$ cat src/rtl/clock_cmd_sequencer.sv
// clock_cmd_sequencer: command front-end and event manager for the digital_clock core.
// Accepts opcode/payload commands over valid/ready, range-checks them (including
// calendar and leap-year rules), drives the core's set/alarm/timer inputs and load
// strobe, and turns alarm/timer buzzer rises into acknowledged events plus a timed ring.
// Ports:
//   clk, reset (async, active-low)
//   cmd_valid/cmd_ready/cmd_op/cmd_data : command handshake and payload
//   cmd_err, core_load                   : one-cycle result pulses
//   set_*, alarm_*, timer_*              : values presented to the core
//   alarm_enable, timer_start            : alarm armed / timer run levels
//   alarm_buzzer, timer_buzzer           : buzzer levels from the core
//   display_mode                         : 0=24h, 1=12h
//   evt_valid/evt_code/evt_ready         : pending event handshake
//   ring                                 : speaker drive
module clock_cmd_sequencer #(
    parameter int unsigned TICK_DIV  = 1,
    parameter int unsigned RING_SECS = 5
) (
    input  logic        clk,
    input  logic        reset,
    input  logic        cmd_valid,
    output logic        cmd_ready,
    input  logic [2:0]  cmd_op,
    input  logic [37:0] cmd_data,
    output logic        cmd_err,
    output logic        core_load,
    output logic [4:0]  set_hour,
    output logic [5:0]  set_min,
    output logic [5:0]  set_sec,
    output logic [4:0]  set_day,
    output logic [3:0]  set_month,
    output logic [11:0] set_year,
    output logic [4:0]  alarm_hour,
    output logic [5:0]  alarm_min,
    output logic [5:0]  alarm_sec,
    output logic        alarm_enable,
    output logic [5:0]  timer_min,
    output logic [5:0]  timer_sec,
    output logic        timer_start,
    input  logic        alarm_buzzer,
    input  logic        timer_buzzer,
    output logic        display_mode,
    output logic        evt_valid,
    output logic [1:0]  evt_code,
    input  logic        evt_ready,
    output logic        ring
);

    localparam int unsigned TICK_W = (TICK_DIV > 1) ? $clog2(TICK_DIV) : 1;
    localparam int unsigned RING_W = $clog2(RING_SECS + 1);

    typedef enum logic {IDLE, CHECK} state_t;

    typedef struct packed {
        logic [4:0]  hour;
        logic [5:0]  minute;
        logic [5:0]  second;
        logic [4:0]  day;
        logic [3:0]  month;
        logic [11:0] year;
    } payload_t;

    state_t      state, state_n;
    logic [2:0]  op_q, op_n;
    payload_t    data_q, data_n;
    logic        restart_pend, restart_n;
    logic        alarm_prev, timer_prev;
    logic        alarm_pend, alarm_pend_n, timer_pend, timer_pend_n;
    logic [TICK_W-1:0] tick_cnt, tick_n;
    logic [RING_W-1:0] ring_cnt, ring_cnt_n;

    logic        cmd_ready_n, cmd_err_n, core_load_n;
    logic [4:0]  set_hour_n, set_day_n, alarm_hour_n;
    logic [5:0]  set_min_n, set_sec_n, alarm_min_n, alarm_sec_n, timer_min_n, timer_sec_n;
    logic [3:0]  set_month_n;
    logic [11:0] set_year_n;
    logic        alarm_enable_n, timer_start_n, display_mode_n;
    logic        evt_valid_n, ring_n;
    logic [1:0]  evt_code_n;

    logic        accept, alarm_rise, timer_rise, sec_tick;
    logic        leap, time_ok, date_ok, cmd_ok;
    logic [4:0]  dim;

    assign accept     = cmd_valid & cmd_ready;
    assign alarm_rise = alarm_buzzer & ~alarm_prev;
    assign timer_rise = timer_buzzer & ~timer_prev;
    assign sec_tick   = (tick_cnt == TICK_W'(TICK_DIV - 1));

    // Range check of the captured command, including days-in-month with leap years.
    always_comb begin : validity
        leap = ((data_q.year[1:0] == 2'd0) && ((data_q.year % 12'd100) != 12'd0))
             || ((data_q.year % 12'd400) == 12'd0);
        case (data_q.month)
            4'd2:                      dim = leap ? 5'd29 : 5'd28;
            4'd4, 4'd6, 4'd9, 4'd11:   dim = 5'd30;
            default:                   dim = 5'd31;
        endcase
        time_ok = (data_q.hour <= 5'd23) && (data_q.minute <= 6'd59) && (data_q.second <= 6'd59);
        date_ok = (data_q.month >= 4'd1) && (data_q.month <= 4'd12)
               && (data_q.day >= 5'd1) && (data_q.day <= dim);
        case (op_q)
            3'd0:    cmd_ok = 1'b0;
            3'd3:    cmd_ok = time_ok && date_ok;
            3'd4:    cmd_ok = time_ok;
            3'd5:    cmd_ok = (data_q.minute <= 6'd59) && (data_q.second <= 6'd59)
                           && ((data_q.minute | data_q.second) != 6'd0);
            default: cmd_ok = 1'b1;
        endcase
    end

    // Command FSM next-state and command-driven outputs.
    always_comb begin : next_logic
        state_n        = state;
        op_n           = op_q;
        data_n         = data_q;
        cmd_ready_n    = (state == IDLE) && !accept;
        cmd_err_n      = 1'b0;
        core_load_n    = 1'b0;
        restart_n      = 1'b0;
        set_hour_n     = set_hour;
        set_min_n      = set_min;
        set_sec_n      = set_sec;
        set_day_n      = set_day;
        set_month_n    = set_month;
        set_year_n     = set_year;
        alarm_hour_n   = alarm_hour;
        alarm_min_n    = alarm_min;
        alarm_sec_n    = alarm_sec;
        alarm_enable_n = alarm_enable;
        timer_min_n    = timer_min;
        timer_sec_n    = timer_sec;
        timer_start_n  = timer_start;
        display_mode_n = display_mode;

        // Buzzer rises disarm; a command applied in the same cycle overrides below.
        if (alarm_rise)   alarm_enable_n = 1'b0;
        if (timer_rise)   timer_start_n  = 1'b0;
        // Second half of a timer restart: run again one cycle after the preset load.
        if (restart_pend) timer_start_n  = 1'b1;

        case (state)
            IDLE: begin
                if (accept) begin
                    state_n = CHECK;
                    op_n    = cmd_op;
                    data_n  = payload_t'(cmd_data);
                end
            end
            CHECK: begin
                state_n = IDLE;
                if (!cmd_ok) begin
                    cmd_err_n = 1'b1;
                end else begin
                    case (op_q)
                        3'd1: display_mode_n = 1'b1;
                        3'd2: display_mode_n = 1'b0;
                        3'd3: begin
                            set_hour_n  = data_q.hour;
                            set_min_n   = data_q.minute;
                            set_sec_n   = data_q.second;
                            set_day_n   = data_q.day;
                            set_month_n = data_q.month;
                            set_year_n  = data_q.year;
                            core_load_n = 1'b1;
                        end
                        3'd4: begin
                            alarm_hour_n   = data_q.hour;
                            alarm_min_n    = data_q.minute;
                            alarm_sec_n    = data_q.second;
                            alarm_enable_n = 1'b1;
                        end
                        3'd5: begin
                            timer_min_n   = data_q.minute;
                            timer_sec_n   = data_q.second;
                            timer_start_n = 1'b0;
                            restart_n     = 1'b1;
                        end
                        3'd6:    alarm_enable_n = 1'b0;
                        3'd7:    timer_start_n  = 1'b0;
                        default: ;
                    endcase
                end
            end
            default: state_n = IDLE;
        endcase
    end

    // Pending events, acknowledge, seconds tick and ring timer.
    always_comb begin : event_logic
        alarm_pend_n = (alarm_pend & ~(evt_valid & evt_ready & (evt_code == 2'b01))) | alarm_rise;
        timer_pend_n = (timer_pend & ~(evt_valid & evt_ready & (evt_code == 2'b10))) | timer_rise;
        evt_valid_n  = alarm_pend_n | timer_pend_n;
        evt_code_n   = alarm_pend_n ? 2'b01 : 2'b10;

        tick_n = sec_tick ? TICK_W'(0) : tick_cnt + TICK_W'(1);

        ring_cnt_n = ring_cnt;
        if (alarm_rise || timer_rise) begin
            ring_cnt_n = RING_W'(RING_SECS);
        end else if (sec_tick && (ring_cnt != RING_W'(0))) begin
            ring_cnt_n = ring_cnt - RING_W'(1);
        end
        ring_n = (ring_cnt_n != RING_W'(0));
    end

    // State and output registers.
    always_ff @(posedge clk or negedge reset) begin
        if (!reset) begin
            state        <= IDLE;
            op_q         <= 3'd0;
            data_q       <= '0;
            restart_pend <= 1'b0;
            alarm_prev   <= 1'b0;
            timer_prev   <= 1'b0;
            alarm_pend   <= 1'b0;
            timer_pend   <= 1'b0;
            tick_cnt     <= '0;
            ring_cnt     <= '0;
            cmd_ready    <= 1'b1;
            cmd_err      <= 1'b0;
            core_load    <= 1'b0;
            set_hour     <= 5'd0;
            set_min      <= 6'd0;
            set_sec      <= 6'd0;
            set_day      <= 5'd1;
            set_month    <= 4'd1;
            set_year     <= 12'd2020;
            alarm_hour   <= 5'd0;
            alarm_min    <= 6'd0;
            alarm_sec    <= 6'd0;
            alarm_enable <= 1'b0;
            timer_min    <= 6'd0;
            timer_sec    <= 6'd0;
            timer_start  <= 1'b0;
            display_mode <= 1'b0;
            evt_valid    <= 1'b0;
            evt_code     <= 2'b10;
            ring         <= 1'b0;
        end else begin
            state        <= state_n;
            op_q         <= op_n;
            data_q       <= data_n;
            restart_pend <= restart_n;
            alarm_prev   <= alarm_buzzer;
            timer_prev   <= timer_buzzer;
            alarm_pend   <= alarm_pend_n;
            timer_pend   <= timer_pend_n;
            tick_cnt     <= tick_n;
            ring_cnt     <= ring_cnt_n;
            cmd_ready    <= cmd_ready_n;
            cmd_err      <= cmd_err_n;
            core_load    <= core_load_n;
            set_hour     <= set_hour_n;
            set_min      <= set_min_n;
            set_sec      <= set_sec_n;
            set_day      <= set_day_n;
            set_month    <= set_month_n;
            set_year     <= set_year_n;
            alarm_hour   <= alarm_hour_n;
            alarm_min    <= alarm_min_n;
            alarm_sec    <= alarm_sec_n;
            alarm_enable <= alarm_enable_n;
            timer_min    <= timer_min_n;
            timer_sec    <= timer_sec_n;
            timer_start  <= timer_start_n;
            display_mode <= display_mode_n;
            evt_valid    <= evt_valid_n;
            evt_code     <= evt_code_n;
            ring         <= ring_n;
        end
    end

endmodule
$ cat config.mk
export PLATFORM = sky130hd
export DESIGN_NAME = clock_cmd_sequencer
export DESIGN_NICKNAME = d
export VERILOG_FILES = /design/src/rtl/clock_cmd_sequencer.sv
export SDC_FILE = /design/constraint.sdc
export NUM_CORES = 1
export LEC_CHECK = 0
export BUFFER_PORTS_ARGS = -buffer_cell sky130_fd_sc_hd__buf_2
export CAP_MARGIN = 20
export CELL_PAD_IN_SITES_DETAIL_PLACEMENT = 1
export CELL_PAD_IN_SITES_GLOBAL_PLACEMENT = 1
export CORE_UTILIZATION = 25
export CTS_CLUSTER_DIAMETER = 40
export DETAILED_ROUTE_END_ITERATION = 8
export PLACE_DENSITY = 0.64
export SYNTH_ARGS = -nofsm -noshare
export SYNTH_HDL_FRONTEND = slang
export SYNTH_SLANG_ARGS = --single-unit
$ cat constraint.sdc
create_clock -name clk -period 6.5 [get_ports clk]
set_clock_uncertainty 0.2 [all_clocks]
set_input_delay 0.65 -clock clk [delete_from_list [all_inputs] [get_ports clk]]
set_output_delay 0.65 -clock clk [all_outputs]
set_load 0.005 [all_outputs]
==> impl_summary.md, run 1 <==
Status
The run finished with clean final reports.

Power and ir drop
The net load switching power is 0.001401 W. The internal portion of the total power is 0.002112 W. The switching share of total power is 39.88%.

The share of total power dissipated in sequential elements is 35.2%. The leakage power of the design is 3.741 nW. The peak ir drop on the vdd network is 0.1846 mV.

The cell area power density is 466.6 nW/um^2. The clock network power share is 25.2%. Combinational cells account for 39.5% of the total power.

Worst setup path
The critical path ends at timer_min[3]$_DFFE_PN0P_. Counting cells, the worst reg-to-reg path comes to 24. Data arrives at the worst endpoint at 6080 ps. The largest fanout on the critical path is 13. In this design, the critical path's most frequently occurring cell is sky130_fd_sc_hd__a21oi_1.

The longest individual stage delay on the worst path is 550 ps. The critical path goes through or3_4 -> and4b_4 -> a221oi_4 -> o31ai_4 -> o41a_1 -> and3_4 -> a311oi_4 -> o221ai_2 -> or4b_1 -> a21oi_1 -> a21oi_1 -> o221a_1 -> ha_1 -> nor2b_1 -> o2111ai_1 -> a21oi_1 -> nor3_1 -> a21oi_1 -> nor2_1 -> nand3b_1 -> buf_4 -> clkinvlp_4 -> nand2_1 -> nand2_1. Data on the critical path is required at its endpoint by 6610 ps. STA classifies the critical path startpoint as a flip-flop. The setup slack on the worst flop-to-flop path is 530 ps. The critical path endpoint category is a flip-flop.

The cell type of the slowest stage on the worst timing path is sky130_fd_sc_hd__or4b_1. In this run the worst setup path begins at data_q[7]$_DFFE_PN0P_. The worst register-to-register path ends at timer_min[3]$_DFFE_PN0P_. The startpoint identified for the worst register-to-register timing path is data_q[7]$_DFFE_PN0P_. The kind of critical path is flip-flop to flip-flop.

Clock tree
The clock latency of the later-clocked register in the worst-skew pair is 420 ps. The H-tree generated during clock tree synthesis spans 4 levels. The clock sink count is 126. The tree is rooted in a sky130_fd_sc_hd__clkbuf_16. After clock tree synthesis, the clock-pin slew on the worst setup and hold paths is 60 ps. TritonCTS built the clock tree. In this run the deepest clock path goes through 2 buffers. The number of buffers created by CTS is 17.

Drt
For this run, design rule violations remaining after detail routing come to 0. The total wire length after detailed routing is 16.71 mm. The via count normalized by instance count is 4.567. The count of nets left with antenna violations once routing finished came out at 0. The first routing iteration left 164 violations.

The routed layout has 4741 vias. The total iterations of the first detailed-routing run is 4. After detailed routing, the average wire length per cell comes to 16.09 um.

STA
The final number of hold-violating endpoints was 0. Setup slack on the critical path of the routed design comes to 533.0 ps. Setup violations remaining at the end of the flow were counted as 0. The worst hold slack is 148.8 ps. The worst max-slew margin expressed relative to the limit is 41.99%. Static timing analysis puts the maximum clock frequency at 0.1676 GHz. Setup repair after global routing left no endpoint under its margin. The final-layout setup total negative slack is 0 ps. The time the worst path needs with I/O delays and setup is 5967 ps. At the pin with the least slew margin, the transition time is 870.1 ps. The number of pins with negative max-slew slack in the final report is 0.

The final clock period utilization by the worst path is 91.80%.

Place
The congestion estimate from routability-driven global placement came to 0.7646. During placement, the flow inserted port buffers numbering 123. The half-perimeter wire length of the detailed placement result is 11.65 mm. The worst setup slack before clock tree synthesis is 546.7 ps.

Yosys
The mapped netlist covers 5977 sq um. The count of yosys warnings during synthesis is 0. The synthesized instance count is 580.

The number of storage elements in the synthesis netlist is 126. For this run, the leading register cell type out of synthesis is sky130_fd_sc_hd__dfrtp_1. The number of distinct library cells after synthesis is 78. Each instance of the synthesized netlist takes up on average 10.31 sq um. When the netlist entered floorplanning its net count stood at 632. Sequential elements use 52.98% of the synthesized area.

The fraction of synthesis flops using an asynchronous set or reset pin is 100.0%. The number of enable-type register cells in the synthesized netlist is 0.

Floorplan
The floorplan step set the die width to 156.6 um. The starting density of the core is 25.46%. The area inside the core boundary is 23470 sq um. The die area is 24530 sq um. 124 I/O pins were placed. The floorplan has 56 rows. The floorplan die height is 156.6 um.

Global route
The number of global-route vias before repair is 5022. The number of antenna violations at the first check in global routing was 2. For this run the aggregate overflow at the end of global routing stands at 0. The overall track demand over capacity in global routing is 14.50%. The pin count of the biggest net entering global routing is 69. The wire length of the first global-routing pass is 27.22 mm.

Final layout
The top cell types in the final layout, fill and taps aside, are sky130_fd_sc_hd__nand2_1, sky130_fd_sc_hd__buf_2, sky130_fd_sc_hd__dfrtp_1. The fraction of layout cells with a size suffix above 1 is 35.93%. The area growth from synthesis to final layout is 25.96%.

The most common library cell in the layout ignoring fill and taps is sky130_fd_sc_hd__nand2_1. After the last flow step, the layout net total stands at 758.

Flow run
The count of maximum capacitance violations is 0.

Worst hold path
The class of the tightest hold or removal check is primary input to flip-flop.
-- synth_stat cells (3+ instances only) --
cell type / instances / area [sq um]
sky130_fd_sc_hd__nor2_1: 15 / 56.30
sky130_fd_sc_hd__nand2_1: 170 / 638.1
sky130_fd_sc_hd__or3_1: 4 / 25.02
sky130_fd_sc_hd__clkbuf_1: 17 / 63.81
sky130_fd_sc_hd__nor3_1: 3 / 15.01
sky130_fd_sc_hd__a21oi_1: 17 / 85.08
sky130_fd_sc_hd__nand3_1: 13 / 65.06
sky130_fd_sc_hd__dfstp_2: 11 / 289.0
sky130_fd_sc_hd__o211ai_1: 4 / 30.03
sky130_fd_sc_hd__inv_1: 12 / 45.04
sky130_fd_sc_hd__mux2_2: 56 / 630.6
sky130_fd_sc_hd__nand4_1: 5 / 31.28
sky130_fd_sc_hd__buf_4: 3 / 22.52
sky130_fd_sc_hd__a21o_1: 4 / 30.03
sky130_fd_sc_hd__a211oi_1: 3 / 22.52
sky130_fd_sc_hd__nor3b_1: 3 / 22.52
sky130_fd_sc_hd__buf_2: 3 / 15.01
sky130_fd_sc_hd__ha_1: 5 / 62.56
sky130_fd_sc_hd__nor4_1: 6 / 37.54
sky130_fd_sc_hd__dfrtp_1: 115 / 2878
sky130_fd_sc_hd__o22ai_1: 4 / 25.02
sky130_fd_sc_hd__buf_1: 4 / 15.01
sky130_fd_sc_hd__nor2b_1: 5 / 31.28
sky130_fd_sc_hd__xor2_1: 5 / 43.79
sky130_fd_sc_hd__nand3b_1: 5 / 37.54
sky130_fd_sc_hd__o21ai_0: 15 / 75.07
sky130_fd_sc_hd__and2_1: 3 / 18.77
sky130_fd_sc_hd__nand2b_1: 7 / 43.79
-- routing by layer --
layer	part of all wire, %	routed length, um	GRT usage, %
met5	0.078	13	0
met4	1.4	229	5.462
met3	4.5	759	4.209
met2	49	8186	23.66
met1	45	7515	18.05
-- worst max-delay path: cells and delay by family, from the launching register on --
kind | cells | cell delay, ps
buf+inv | 2 | 470
simple gates | 10 | 2020
flops | 1 | 520
compound gates | 11 | 2500
fa+ha+maj | 1 | 180
-- final cells by class --
cell class,instances,area (sq um)
Clock inverter,13,106.4
Clock buffer,18,439.2
Fill cell,2697,15940
Tap cell,319,399.1
Timing Repair Buffer,135,714.4
Multi-Input combinational cell,413,2645
Antenna cell,1,2.502
Inverter,13,52.55
Sequential cell,126,3169
-- state kept, by name (all words and copies together) (netlist names), 2 cells and up --
register    flops
data_q         38
set_year       12
alarm_min       6
alarm_sec       6
set_min         6
set_sec         6
timer_min       6
timer_sec       6
alarm_hour      5
set_day         5
set_hour        5
set_month       4
op_q            3
ring_cnt        3
evt_code        2
-- worst min path at each step --
stage          slack [ps]                endpoint                  start  depth (start not counted)
3_5_place_dp          270    timer_pend$_DFF_PN0_   timer_pend$_DFF_PN0_                          2
2_1_floorplan         150  alarm_enable$_DFF_PN0_                  reset                          0
5_1_grt               140    alarm_prev$_DFF_PN0_           alarm_buzzer                          1
4_1_cts               130    alarm_prev$_DFF_PN0_           alarm_buzzer                          1
6_report              150    alarm_prev$_DFF_PN0_           alarm_buzzer                          1
3_3_place_gp          260   evt_code[1]$_DFF_PN1_  evt_code[0]$_DFF_PN0_                          1
-- power groups by stage --
| stage | registers [W] | logic (W) | clock network [W] |
|---|---|---|---|
| finish | 0.00124 | 0.00139 | 0.000886 |
| global route | 0.00128 | 0.00155 | 0.000949 |
| CTS | 0.00124 | 0.00136 | 0.000914 |
| detailed placement | 0.00125 | 0.00134 | 0 |
| global placement | 0.00125 | 0.00132 | 0 |
| floorplan | 0.00115 | 0.00101 | 0 |
-- cells by family (layout without fill, tap and decap cells) --
group	Yosys count	count (layout)	share of synthesized area, %
mux	58	58	11.09
xor+xnor	7	7	1.026
compound gates	82	82	10.53
simple gates	261	261	20.37
fa+ha+maj	5	5	1.047
flops	126	126	52.98
other cells	0	1	0
buf+inv	41	179	2.951
-- through the flow --
step | utilization, % | total power [W] | std cells | area [sq um]
floorplan | - | 0.002159 | 580 | 5977
global placement | 29.56 | 0.002572 | 1002 | 6938
detailed placement | 29.56 | 0.002593 | 1002 | 6938
CTS | 31.92 | 0.003518 | 1034 | 7493
global route | 32.06 | 0.003783 | 1037 | 7526
finish | 32.07 | 0.003513 | 1038 | 7528
-- what timing repair did --
item | 4_1_cts | 5_1_grt
endpoints found under the hold margin | 8 | 0
resized for setup | 0 | 4
setup endpoints to repair | 0 | 21
hold buffers | 1 | 0
buffers inserted | 0 | 3
No activity file was read; power rests on OpenSTA's default activity.
==> inputs of run 2 (changes only) <==
Settings changed: ABC_AREA set to 1, CORE_MARGIN set to 5, PLACE_DENSITY 0.64 to 0.66, SLEW_MARGIN set to 20.
==> run 2 against run 1 <==
Combinational power increased by 7%. Global-route usage shrank 1.6 points. Synthesized cell count up 9.8%. Highest routed layer unchanged.
==> impl_summary.md, run 2 <==
Status
The run finished with clean final reports.

Floorplan
The die is 159.4 um wide. The total area inside the core boundary comes to 21890 sq um. The die covers 25400 sq um. Row generation in the floorplan step produced 54 rows. The starting density of the core is 25.49%.

The number of ports placed on the die boundary is 124. The floorplan die height is 159.4 um.

Yosys
Synthesis instantiated 35 different standard cells from the library. The combinational family with the most area after synthesis is simple AND/OR/NAND/NOR gates. The share of the yosys chip area belonging to registers is 56.76%. The fraction of synthesis flops using an asynchronous set or reset pin is 100.0%.

The synthesized instance count is 637. The synthesized netlist devotes 0.6279% of its cell area to XOR and XNOR gates. The count of yosys warnings during synthesis is 0. The leading cell type by number of instances after synthesis is sky130_fd_sc_hd__nand2_1. Summing the areas of all and, or, nand and nor instances in the mapped netlist gives 21.31% of the synthesized area. The number of enable-type register cells in the synthesized netlist is 0.

The area of the mapped netlist is 5579 sq um. The mean cell area of the mapped netlist is 8.758 sq um. The library cell with the largest summed area after synthesis is sky130_fd_sc_hd__dfrtp_1. The synthesized netlist devotes 13.12% of its cell area to compound gates. In this run the biggest area consumer among cell types represents 51.58% of the synthesized area.

Counting instances in the post-synthesis netlist gives the leading cell types as sky130_fd_sc_hd__nand2_1, sky130_fd_sc_hd__dfrtp_1, sky130_fd_sc_hd__o21ai_0. The share of cell area taken by muxes after synthesis is 0%. Summing the areas of all fa, ha and maj instances in the mapped netlist gives 1.121% of the synthesized area. The number of storage elements in the synthesis netlist is 126. The post-synth net total is 689. By area the synthesized netlist is led by sky130_fd_sc_hd__dfrtp_1, sky130_fd_sc_hd__nand2_1, sky130_fd_sc_hd__o21ai_0, sky130_fd_sc_hd__dfstp_2, sky130_fd_sc_hd__inv_1.

For this run, the leading register cell type out of synthesis is sky130_fd_sc_hd__dfrtp_1.

STA
Setup repair after global routing left no endpoint under its margin. The worst path needs 5533 ps of the cycle, external delays included. Headroom to the max-slew limit came out at 48.78%. The setup violation total in the final timing report is 0. The final number of hold-violating endpoints is 0. The measured slew at the worst slew-check pin is 766.5 ps. The number of pins with negative max-slew slack in the final report is 0. The final clock period utilization by the worst path is 85.13%.

In the final timing run, aggregate negative setup slack is 0 ps. Derived from the worst setup path, the maximum achievable clock frequency is 0.1807 GHz. The worst hold slack is 68.99 ps.

Drt
The violation count after the first detailed-routing iteration is 198. Using the TritonRoute via totals, the vias-per-cell ratio works out to 4.355. Dividing the detail-routed wire length by the instance count gives 14.90 um. Summing over every cut layer, the via total after detailed routing is 4594.

The first detailed-routing pass ran for 4 iterations. The remaining routing DRC violations is 0. The count of nets left with antenna violations once routing finished came out at 0. The total wire length after detailed routing is 15.72 mm.

Final layout
The flip-flop count of the largest register after layout is 38. Once layout is done, the placed cells without fillers occupy 7072 sq um. The largest registers in the layout are data_q (38), set_year (12). The top cell types in the final layout, fill and taps aside, are sky130_fd_sc_hd__nand2_1, sky130_fd_sc_hd__buf_2, sky130_fd_sc_hd__dfrtp_1. The count of cells in the finished layout, fillers not included, comes to 1055. The register bank with the most flops is data_q. The number of nets at the end of the flow is 813. In the final layout, the share of cells above drive strength 1 is 28.04%. After filler insertion, the fill cell instance count of the layout stands at 2659. The library cell used most frequently in the layout, excluding fill and tap cells, is sky130_fd_sc_hd__nand2_1.

Compared with the post-synthesis result, the final layout area differs by 26.75%.

Worst hold path
The worst hold path belongs to the class primary input to async pin.

Flow run
Across the run, the number of max-cap violations was 0.

Global route
The overall track demand over capacity in global routing is 12.87%. The number of global-route vias before repair is 4902. The number of antenna violations at the first check in global routing is 2. The pin count of the biggest net entering global routing is 77. The wire length of the first global-routing pass is 26.44 mm. After global routing the overflow that remains totals 0.

Place
Once placement finished, the instance area stood at 6487 sq um. At the end of routability-driven placement, the weighted congestion stood at 0.7643. The HPWL after detailed placement is 11.64 mm.

The count of port buffers added during placement is 123. The number of placed instances, taps included, is 1022.

Power and ir drop
The leakage power of the design is 3.644 nW. The net load switching power is 0.001477 W. Sequential cells burn 34.8% of the power.

Cell internal power was estimated by the tool at 0.002241 W. Of the total power, the clock network draws 25.1%. The switching share of total power is 39.74%. Power spread over the standard cell area amounts to 525.7 nW/um^2. Of the total power, combinational logic draws 40.1%. The worst-case IR drop observed on VDD is 0.1579 mV.

Clock tree
The number of buffers on the longest clock path is 2. The clock transition at the register clock pins on the worst setup and hold paths after CTS is 60 ps. The clock tree root driver cell is sky130_fd_sc_hd__clkbuf_16. The clock sink count is 126. The maximum level of the CTS H-tree is 4. The clock latency of the later-clocked register in the worst-skew pair is 420 ps. TritonCTS built the clock tree. Counting the buffers created by CTS gives 17.

Worst setup path
The depth of the worst register-to-register path is 33. The number of buffers and inverters on the critical path is 4. In this run the number of cells on the critical path is 33. By instance count, the cell type seen most on the critical path is sky130_fd_sc_hd__nand2_2.

The longest individual stage delay on the worst path is 440 ps. Broken down by cell family, the worst path's largest delay share belongs to simple AND/OR/NAND/NOR gates. Across all register-to-register paths, the minimum setup slack is 970 ps. Data arrives at the worst endpoint at 5660 ps. The critical path endpoint category is a flip-flop. The category of the worst setup path launch point is a flip-flop. The cell type of the slowest stage on the worst timing path is sky130_fd_sc_hd__dfrtp_1. Along the worst path, the maximum fanout reaches 20. The worst setup path is of the flip-flop to flip-flop kind. The data required time at the worst endpoint is 6630 ps.
[run 2: area by class of cell]
cell class / instances / area, sq um / area share (%)
timing repair buffer: 126 / 644.4 / 9.112
tap: 280 / 350.3 / 4.954
antenna: 1 / 2.502 / 0.03539
clock buffer: 19 / 432.9 / 6.122
sequential: 126 / 3167 / 44.78
clock inverter: 13 / 142.6 / 2.017
multi-input combinational: 407 / 2018 / 28.54
inverter: 83 / 314.1 / 4.441
[run 2: logic make-up after synthesis]
logic type	after synthesis
buffers and inverters	104
xor gates and xnor gates	4
and+or+nand+nor	264
AOI/OAI and AO/OA	134
adders and majority gates	5
DFF	126
[run 2: path summary, 6_finish.rpt]
kind	to	startpoint
worst max register to register	alarm_min[2]$_DFFE_PN0P_	data_q[10]$_DFFE_PN0P_
worst min-delay path	alarm_hour[4]$_DFFE_PN0P_	reset
worst max-delay path	alarm_min[2]$_DFFE_PN0P_	data_q[10]$_DFFE_PN0P_
min in group clk	timer_prev$_DFF_PN0_	timer_buzzer
max in group asynchronous	data_q[16]$_DFFE_PN0P_	reset
worst min register to register	cmd_ready$_DFF_PN1_	state$_DFF_PN0_
[run 2: power groups by stage]
stage,registers (W),clock network (W),logic [W]
2_1_floorplan,0.00130,0,0.000993
3_3_place_gp,0.00131,0,0.00149
3_5_place_dp,0.00131,0,0.00153
4_1_cts,0.00130,0.000957,0.00153
5_1_grt,0.00134,0.00100,0.00173
6_report,0.00130,0.000932,0.00149
[run 2: routing by layer]
layer	GRT usage (%)	share of wire [%]	vias to the layer above
met5	0	0.070	-
met4	4.343	1.9	2
met3	3.728	3.6	22
met2	20.89	48	81
met1	16.50	47	2193
li1	-	-	2296
[run 2: worst reg2reg max path, delay by kind of cell, from the launching register on]
family | cells | cell delay, ps
compound gates | 8 | 1460
flops | 1 | 440
fa+ha+maj | 1 | 150
buf+inv | 4 | 590
simple gates | 20 | 2630
[run 2: metrics by stage]
stage	setup WS [ps]	util [%]	power [W]
after floorplan	1937	-	0.002289
after global placement	968.1	29.64	0.002794
after detailed placement	828.6	29.64	0.002842
after CTS	773.2	32.26	0.003793
after global routing	370.1	32.30	0.004077
final	966.5	32.30	0.003718
[run 2: timing repair]
action                                  in CTS  in global routing
hold buffers                                 0                  0
buffers inserted                             0                  0
resized for setup                            0                  1
endpoints found under the setup margin       0                 36
